<file path="src/rtl/bp_dma_desc_scheduler.sv">
// Round-robin DMA descriptor scheduler: programs the DMA CSR block for one
// granted copy at a time, polls STATUS and returns a completion per descriptor.
module bp_dma_desc_scheduler #(
  parameter int num_req_p = 2,
  parameter int addr_width_p = 40,
  parameter int len_width_p = 16,
  parameter int csr_addr_width_p = 20,
  parameter logic [csr_addr_width_p-1:0] csr_base_p = '0,
  parameter int poll_gap_p = 4,
  parameter int max_polls_p = 1024,
  localparam int id_w_lp = (num_req_p > 1) ? $clog2(num_req_p) : 1
) (
  input  logic clk_i,
  input  logic reset_n_i,
  input  logic [num_req_p-1:0] req_v_i,
  input  logic [num_req_p*addr_width_p-1:0] req_src_i,
  input  logic [num_req_p*addr_width_p-1:0] req_dst_i,
  input  logic [num_req_p*len_width_p-1:0] req_len_i,
  output logic [num_req_p-1:0] req_ready_and_o,
  output logic done_v_o,
  output logic [id_w_lp-1:0] done_id_o,
  output logic done_err_o,
  input  logic done_ready_and_i,
  output logic [csr_addr_width_p-1:0] csr_addr_o,
  output logic [63:0] csr_data_o,
  output logic csr_w_o,
  output logic csr_v_o,
  input  logic csr_yumi_i,
  input  logic [63:0] csr_data_i,
  input  logic csr_v_i,
  output logic busy_o
);

  localparam int pc_w_lp = $clog2(max_polls_p + 1);
  localparam int gc_w_lp = $clog2(poll_gap_p + 1);

  typedef logic [id_w_lp-1:0] id_t;
  typedef logic [csr_addr_width_p-1:0] caddr_t;
  typedef logic [pc_w_lp-1:0] pcnt_t;
  typedef logic [gc_w_lp-1:0] gcnt_t;

  localparam logic [3:0] idle_s = 4'd0;
  localparam logic [3:0] wr_src_s = 4'd1;
  localparam logic [3:0] wr_dst_s = 4'd2;
  localparam logic [3:0] wr_len_s = 4'd3;
  localparam logic [3:0] wr_ctrl_s = 4'd4;
  localparam logic [3:0] rd_stat_s = 4'd5;
  localparam logic [3:0] wait_stat_s = 4'd6;
  localparam logic [3:0] gap_s = 4'd7;
  localparam logic [3:0] done_s = 4'd8;

  localparam caddr_t off_src_lp = caddr_t'(8'h00);
  localparam caddr_t off_dst_lp = caddr_t'(8'h08);
  localparam caddr_t off_len_lp = caddr_t'(8'h10);
  localparam caddr_t off_ctrl_lp = caddr_t'(8'h18);
  localparam caddr_t off_stat_lp = caddr_t'(8'h20);

  localparam logic [id_w_lp:0] n_lp = (id_w_lp + 1)'(num_req_p);
  localparam id_t last_id_lp = id_t'(num_req_p - 1);
  localparam pcnt_t max_polls_lp = pcnt_t'(max_polls_p);
  localparam gcnt_t gap_last_lp = gcnt_t'(poll_gap_p - 1);

  logic [3:0] state_r;
  id_t rr_r;
  id_t id_r;
  logic err_r;
  logic [addr_width_p-1:0] src_r;
  logic [addr_width_p-1:0] dst_r;
  logic [len_width_p-1:0] len_r;
  pcnt_t poll_r;
  gcnt_t gap_r;

  logic [addr_width_p-1:0] src_a [num_req_p];
  logic [addr_width_p-1:0] dst_a [num_req_p];
  logic [len_width_p-1:0] len_a [num_req_p];

  for (genvar g = 0; g < num_req_p; g++) begin : g_unpack
    assign src_a[g] = req_src_i[g*addr_width_p +: addr_width_p];
    assign dst_a[g] = req_dst_i[g*addr_width_p +: addr_width_p];
    assign len_a[g] = req_len_i[g*len_width_p +: len_width_p];
  end

  logic [num_req_p-1:0] gnt;
  id_t gnt_id;
  logic gnt_v;
  logic [id_w_lp:0] kw;
  id_t k;

  // Scan from rr upward with wrap; first valid requester wins.
  always_comb begin
    gnt = '0;
    gnt_id = '0;
    gnt_v = 1'b0;
    kw = '0;
    k = '0;
    for (int i = 0; i < num_req_p; i++) begin
      kw = {1'b0, rr_r} + (id_w_lp + 1)'(i);
      if (kw >= n_lp) kw = kw - n_lp;
      k = id_t'(kw);
      if (!gnt_v && req_v_i[k]) begin
        gnt_v = 1'b1;
        gnt[k] = 1'b1;
        gnt_id = k;
      end
    end
  end

  logic [len_width_p-1:0] sel_len;
  pcnt_t poll_inc;

  assign sel_len = len_a[gnt_id];
  assign poll_inc = (poll_r == max_polls_lp) ? poll_r : poll_r + pcnt_t'(1);

  always_ff @(posedge clk_i or negedge reset_n_i) begin
    if (!reset_n_i) begin
      state_r <= idle_s;
      rr_r <= '0;
      id_r <= '0;
      err_r <= 1'b0;
      src_r <= '0;
      dst_r <= '0;
      len_r <= '0;
      poll_r <= '0;
      gap_r <= '0;
    end else begin
      case (state_r)
        idle_s: if (gnt_v) begin
          src_r <= src_a[gnt_id];
          dst_r <= dst_a[gnt_id];
          len_r <= sel_len;
          id_r <= gnt_id;
          rr_r <= (gnt_id == last_id_lp) ? '0 : gnt_id + id_t'(1);
          if (sel_len == '0) begin
            err_r <= 1'b0;
            state_r <= done_s;
          end else if (sel_len[3:0] != 4'd0) begin
            err_r <= 1'b1;
            state_r <= done_s;
          end else begin
            err_r <= 1'b0;
            state_r <= wr_src_s;
          end
        end
        wr_src_s: if (csr_yumi_i) state_r <= wr_dst_s;
        wr_dst_s: if (csr_yumi_i) state_r <= wr_len_s;
        wr_len_s: if (csr_yumi_i) state_r <= wr_ctrl_s;
        wr_ctrl_s: if (csr_yumi_i) begin
          poll_r <= '0;
          state_r <= rd_stat_s;
        end
        rd_stat_s: if (csr_yumi_i) state_r <= wait_stat_s;
        wait_stat_s: if (csr_v_i) begin
          poll_r <= poll_inc;
          if (csr_data_i[1]) begin
            err_r <= 1'b1;
            state_r <= done_s;
          end else if (!csr_data_i[0]) begin
            err_r <= 1'b0;
            state_r <= done_s;
          end else if (poll_inc == max_polls_lp) begin
            err_r <= 1'b1;
            state_r <= done_s;
          end else begin
            gap_r <= '0;
            state_r <= gap_s;
          end
        end
        gap_s: begin
          if (gap_r == gap_last_lp) state_r <= rd_stat_s;
          else gap_r <= gap_r + gcnt_t'(1);
        end
        done_s: if (done_ready_and_i) state_r <= idle_s;
        default: state_r <= idle_s;
      endcase
    end
  end

  always_comb begin
    csr_v_o = 1'b0;
    csr_w_o = 1'b0;
    csr_addr_o = '0;
    csr_data_o = '0;
    case (state_r)
      wr_src_s: begin
        csr_v_o = 1'b1;
        csr_w_o = 1'b1;
        csr_addr_o = csr_base_p + off_src_lp;
        csr_data_o = 64'(src_r);
      end
      wr_dst_s: begin
        csr_v_o = 1'b1;
        csr_w_o = 1'b1;
        csr_addr_o = csr_base_p + off_dst_lp;
        csr_data_o = 64'(dst_r);
      end
      wr_len_s: begin
        csr_v_o = 1'b1;
        csr_w_o = 1'b1;
        csr_addr_o = csr_base_p + off_len_lp;
        csr_data_o = 64'(len_r);
      end
      wr_ctrl_s: begin
        csr_v_o = 1'b1;
        csr_w_o = 1'b1;
        csr_addr_o = csr_base_p + off_ctrl_lp;
        csr_data_o = 64'd1;
      end
      rd_stat_s: begin
        csr_v_o = 1'b1;
        csr_addr_o = csr_base_p + off_stat_lp;
      end
      default: ;
    endcase
  end

  assign req_ready_and_o = (state_r == idle_s) ? gnt : '0;
  assign busy_o = (state_r != idle_s);
  assign done_v_o = (state_r == done_s);
  assign done_id_o = done_v_o ? id_r : '0;
  assign done_err_o = done_v_o & err_r;

  logic unused_stat;
  assign unused_stat = ^csr_data_i[63:2];

endmodule
</file>
<file path="config.mk">
export PLATFORM = sky130hd
export DESIGN_NAME = bp_dma_desc_scheduler
export DESIGN_NICKNAME = d
export VERILOG_FILES = /design/src/rtl/bp_dma_desc_scheduler.sv
export SDC_FILE = /design/constraint.sdc
export NUM_CORES = 1
export LEC_CHECK = 0
export ABC_AREA = 0
export BUFFER_PORTS_ARGS = -buffer_cell sky130_fd_sc_hd__buf_2
export CORE_AREA = 2 2 139 141
export CTS_BUF_LIST = sky130_fd_sc_hd__clkbuf_4
export DETAILED_ROUTE_END_ITERATION = 10
export DIE_AREA = 0 0 141 143
export GPL_TIMING_DRIVEN = 0
export HOLD_SLACK_MARGIN = 0.05
export PLACE_DENSITY = 0.68
export SETUP_SLACK_MARGIN = 0.4
export SLEW_MARGIN = 20
export SYNTH_ARGS = -nofsm -noshare
export SYNTH_HDL_FRONTEND = slang
export SYNTH_SLANG_ARGS = --single-unit
</file>
<file path="constraint.sdc">
create_clock -name clk_i -period 2.2 [get_ports clk_i]
set_input_delay 0.22 -clock clk_i [delete_from_list [all_inputs] [get_ports clk_i]]
set_output_delay 0.22 -clock clk_i [all_outputs]
set_load 0.02 [all_outputs]
</file>
; ---- Yosys cells after proc, flatten, opt, wreduce, memory -nomap -nowiden
; Cells that the tools add are included.
[totals]
ff_bits = 117
input_bits = 263
out_inout_bits = 92
[op_classes]
addsub = 6
order_cmp = 7
eq_ne = 25
n_mux = 65
bitwise = 3
n_reduce_logical = 18
[ops]
columns = op, n
row1 = $mux W40, 6
row2 = $pmux W40 S4, 1
row3 = $mux W4, 14
row4 = $mux W16, 3
row5 = $pmux W4 S9, 1
row6 = $mux W11, 3
row7 = $ne A2 B2 Y1 const B, 12
row8 = $pmux W6 S4, 1
row9 = $mux W1, 23
row10 = $eq A11 B11 Y1 const B, 2
row11 = $pmux W11 S2, 1
row12 = $eq A4 B3 Y1 const B, 4
row13 = $logic_not A16 Y1, 1
row14 = $mux W3, 5
row15 = $add A11 B1 Y11 const B, 1
row16 = $reduce_and A9 Y1, 1
row17 = $eq A4 B2 Y1 const B, 2
row18 = $reduce_bool A4 Y1, 2
row19 = $mux W2, 3
row20 = $pmux W3 S2, 1
row21 = $reduce_and A6 Y1, 1
row22 = $reduce_bool A2 Y1, 3
row23 = $reduce_or A5 Y1, 1
row24 = $eq A4 B1 Y1 const B, 1
row25 = other kinds (24), 31

; ---- Depth between registers and ports, before layout
[logic_depth]
ltp_word = 17
mapped_depth = 8
ltp_nobuf = 8

; ---- Worst setup path after synthesis
; No wires, ideal clock.
[synth_timing]
path_kind = register to register
from = register state_r[1]
to = register src_r[18]
setup_time_ns = 0.067
t_arrival_ns = 2.193
t_required_ns = 2.133
setup_slack_ns = -0.060
stages_incl_launch_ff = 8
n_path_buf = 2
period_less_slack_ns = 2.260
cell_sequence = dfrtp_1 -> clkbuf_1 -> nor4_2 -> inv_1 -> a211oi_2 -> clkbuf_1 -> a22oi_1 -> nand2_1
[synth_between]
elab_chain_len = 2
[synth_rtl]
columns = item, line_no
row1 = from (decl), 63  ; logic [3:0] state_r;
row2 = from (signal assigned), 116  ; state_r <= idle_s;
row3 = from (signal assigned), 135  ; state_r <= done_s;
row4 = from (signal assigned), 138  ; state_r <= done_s;
row5 = $logic_not A4 Y1, 126  ; case (state_r)
row6 = $reduce_and A2 Y1 (no source line), -
row7 = to (signal assigned), 128  ; src_r <= src_a[gnt_id];
row8 = to (decl), 67  ; logic [addr_width_p-1:0] src_r;
; Every way passes these cells.
; A chain may end at the register's enable or synchronous reset.

; ---- Final worst setup path
[layout_timing]
from = register poll_r[0]
to = register state_r[3]
[layout_between]
elab_chain_len = 8
word_cells_on_any_way = 9
cone_classes = 1 x add/sub / 2 x eq/ne / 6 x mux
[layout_rtl]
columns = item, line_no
row1 = from (decl), 70  ; pcnt_t poll_r;
row2 = from (signal assigned), 153  ; poll_r <= poll_inc;
row3 = $add A11 B1 Y11 / $eq A11 B11 Y1 (equally long branches), 112  ; assign poll_inc = (poll_r == max_polls_lp) ? poll_r : poll_r + pcnt_t'(1);
row4 = $mux W11 *, 112
row5 = $eq A11 B11 Y1 *, 160  ; end else if (poll_inc == max_polls_lp) begin
row6 = $mux W4 *, 160
row7 = $mux W4 *, 157  ; end else if (!csr_data_i[0]) begin
row8 = $mux W4 *, 154  ; if (csr_data_i[1]) begin
row9 = $mux W4 *, 152  ; wait_stat_s: if (csr_v_i) begin
row10 = $pmux W4 S9 *, 126
row11 = to (signal assigned), 151  ; rd_stat_s: if (csr_yumi_i) state_r <= wait_stat_s;
row12 = to (signal assigned), 156  ; state_r <= done_s;
row13 = to (signal assigned), 159  ; state_r <= done_s;
; Mark *: on every way between the ends. The rest lies on a longest branch, timed or not. The select of a mux whose other input is x is not followed.

==> flow_summary.ini <==
[hold_path]
hold_start = csr_data_i[1]
holdPathStages = 4
min_to = err_r
hp-class = in2reg

[floorplanning]
top_level_ports = 355
initial_core_util_pct = 34.9
die_h_um = 143
die_w_um = 141
fp-row-count = 50
core_area_mm2 = 0.0186
die_area_mm2 = 0.0202

[yosys]
ys_seq_area_share_pct = 45.1
synth_warnings = 0
synth_seq_cells = 117
yosys.area.top_type = dfrtp_1
ys_types = 56
synth-simple-area-share_pct = 20.2
syn_area_per_cell_um2 = 8.74
yosys-top-cells-count = 222 x nand2_1, 117 x dfrtp_1, 97 x a22oi_1
synth_xor_area_share_pct = 0.945
netlist.area_leader.share_pct = 45.1
synth_top_family_by_area = compound AO/OA/AOI/OAI gates
synthCells = 742
synth_edf_count = 0
synth_mux_area_share_pct = 2.97
synthArstFlopShare_pct = 100
syn_area_mm2 = 0.00649
synthAdderAreaFrac_pct = 0.772
yosysMostFrequentCell = nand2_1
synth_top_flop_cell = dfrtp_1
synth_compound_area_share_pct = 21.3
synthTopCellsByArea = dfrtp_1 45%, nand2_1 13%, a22oi_1 11%

[critical_path]
r2r_slack_ns = -0.21
start_kind = flip-flop
rr_endpoint = state_r[3]
reg2reg_depth = 7
end_kind = flip-flop
required_ns = 2.63
arrival_ns = 2.84
r2r_start = poll_r[0]
critPathKind = reg2reg
cp_max_fo = 6

[clock_tree]
cts.sinks = 117
clk_latency_ns = 0.55
cts_tree = done
clk_pin_slew_worst_paths_ns = 0.13
htree_num_levels = 4
root_buffer = clkbuf_4
cts_made_buffers = 17
clk_path_buf_depth = 2

[placed_design]
gp_congestion = 0.881
post-dp-hpwl_mm = 17.8
port_buffers = 251
dp.cells = 1268

[global_routing]
antenna_found_initial = 3
grt-ovfl-total = 0
grt_max_degree = 62
grt_pass1_wl_mm = 48.6
grt_util_all_layers_pct = 31.7
grt_pass1_vias = 8730

[sta]
timing.final.ws_setup_ns = -0.210
max_slew_margin_pct = 58.1
slew_violations = 0
clock_skew_ns = 0.0206
hold_viol_final = 0
min_period_over_period_pct = 110
setup_violations = 51
rsz0062_at_grt = true
max_freq_mhz = 415
worst_slew_pin_slew_ns = 0.624
min_period_ns = 2.41
whs_ns = 0.105
finalSetupTns_ns = -4.53

[run_status]
status = complete, but fails checks
violations = negative setup slack

[final_layout]
drive_above_1_share_pct = 48.4
syn_to_final_growth_pct = 104
nNetsFinal = 1592
nFillCells = 1200
stdcell_count = 1575
final_util_pct = 71.1

[routing]
dr.first_iter.drc_count = 586
wirelength_mm = 34.3
routedWlPerCell_um = 21.8
ant_nets = 0
vias = 8625
vias_per_cell = 5.48
dr.pass1.iters = 8
drc_errors = 0

[run]
maxCapViolCount = 0

[power]
finalPower_uw = 13900
irDropWorstVdd_mv = 0.788
p_leak_uw = 0.00640
cellPowerDensity_mw_per_mm2 = 1050
-- worst max-delay path: stages (launching register included) --
cell and delay, ns:
dfrtp_2 0.48, ha_4 0.20, or4_4 0.44, a21boi_4 0.20, o22ai_4 0.11, o311ai_4 0.48, a22oi_1 0.16, o31ai_1 0.23
-- where the power goes --
| part | internal, µW | switching [µW] | total, µW |
|---|---|---|---|
| Sequential | 3100 | 969 | 4070 |
| Combinational | 4120 | 4080 | 8200 |
| Clock | 680 | 962 | 1640 |
| Total | 7910 | 6010 | 13900 |
-- metrics by stage --
step                      instance area (µm²)  setup slack (ns)
after floorplan                          6860         -0.000315
after global placement                   8410            -0.694
after detailed placement                 8440            -0.701
after CTS                               12400            -0.184
after global routing                    13200            -0.321
final                                   13200            -0.210
-- routing by layer --
layer / GRT usage, % / up-vias / share of wire (%)
met3: 7.01 / 217 / 7.9
li1: - / 3739 / -
met5: 0 / - / 0
met1: 36.2 / 4035 / 35
met4: 17.5 / 0 / 6.7
met2: 55.4 / 634 / 50
-- cell type report --
cell class / count / area [µm²] / share of cell area (%)
antenna: 3 / 7.51 / 0.0568
buffer: 91 / 981 / 7.42
clock buffer: 17 / 128 / 0.966
clock inverter: 15 / 155 / 1.17
inverter: 13 / 48.8 / 0.369
multi-input combinational: 561 / 4150 / 31.4
sequential: 117 / 2930 / 22.2
tap: 234 / 293 / 2.22
timing repair buffer: 524 / 4520 / 34.2
-- cell usage in the layout (no fill, tap or decap), types with 11 or more instances in the layout --
| cell type | count |
|---|---|
| buf_2 | 208 |
| nand2_1 | 196 |
| dlygate4sd3_1 | 196 |
| dfrtp_1 | 112 |
| a22oi_2 | 88 |
| buf_4 | 77 |
| buf_6 | 65 |
| conb_1 | 41 |
| clkbuf_4 | 24 |
| clkbuf_16 | 17 |
| nand2_2 | 17 |
| mux2i_1 | 16 |
| buf_8 | 13 |
| a22o_1 | 13 |
| o21ai_1 | 13 |
| a22o_4 | 12 |
| o21ai_2 | 11 |
-- repair_timing --
item,in CTS,in global routing
pin swaps,151,73
cloned,14,6
gates resized for setup,289,178
setup buffers,42,14
hold buffers,196,0
setup endpoints to repair,168,167
hold endpoints to repair,161,0
-- kinds of logic after synthesis --
group | count (synthesis)
buffers and inverters | 104
muxes | 19
other | 1
and+or+nand+nor | 300
DFF | 117
adders and majority gates | 4
AOI/OAI and AO/OA | 190
xor gates and xnor gates | 7
-- state kept, by name (all words and copies together), names as in the netlist --
register and count:
err_r 1, src_r 40, rr_r 1, dst_r 40
state_r 4, gap_r 3, len_r 16, id_r 1
poll_r 11
-- how the worst max path moves through the flow --
stage | start | endpoint | slack (ns)
finish | poll_r[0] | state_r[3] | -0.21
CTS | state_r[0] | csr_data_o[4] | -0.18
global placement | reset_n_i | dst_r[10] | -0.69
global route | poll_r[0] | state_r[3] | -0.32
detailed placement | state_r[1] | csr_data_o[11] | -0.70
floorplan | poll_r[0] | state_r[1] | -0.0003
Note: power is estimated with default switching activity, not from simulation.
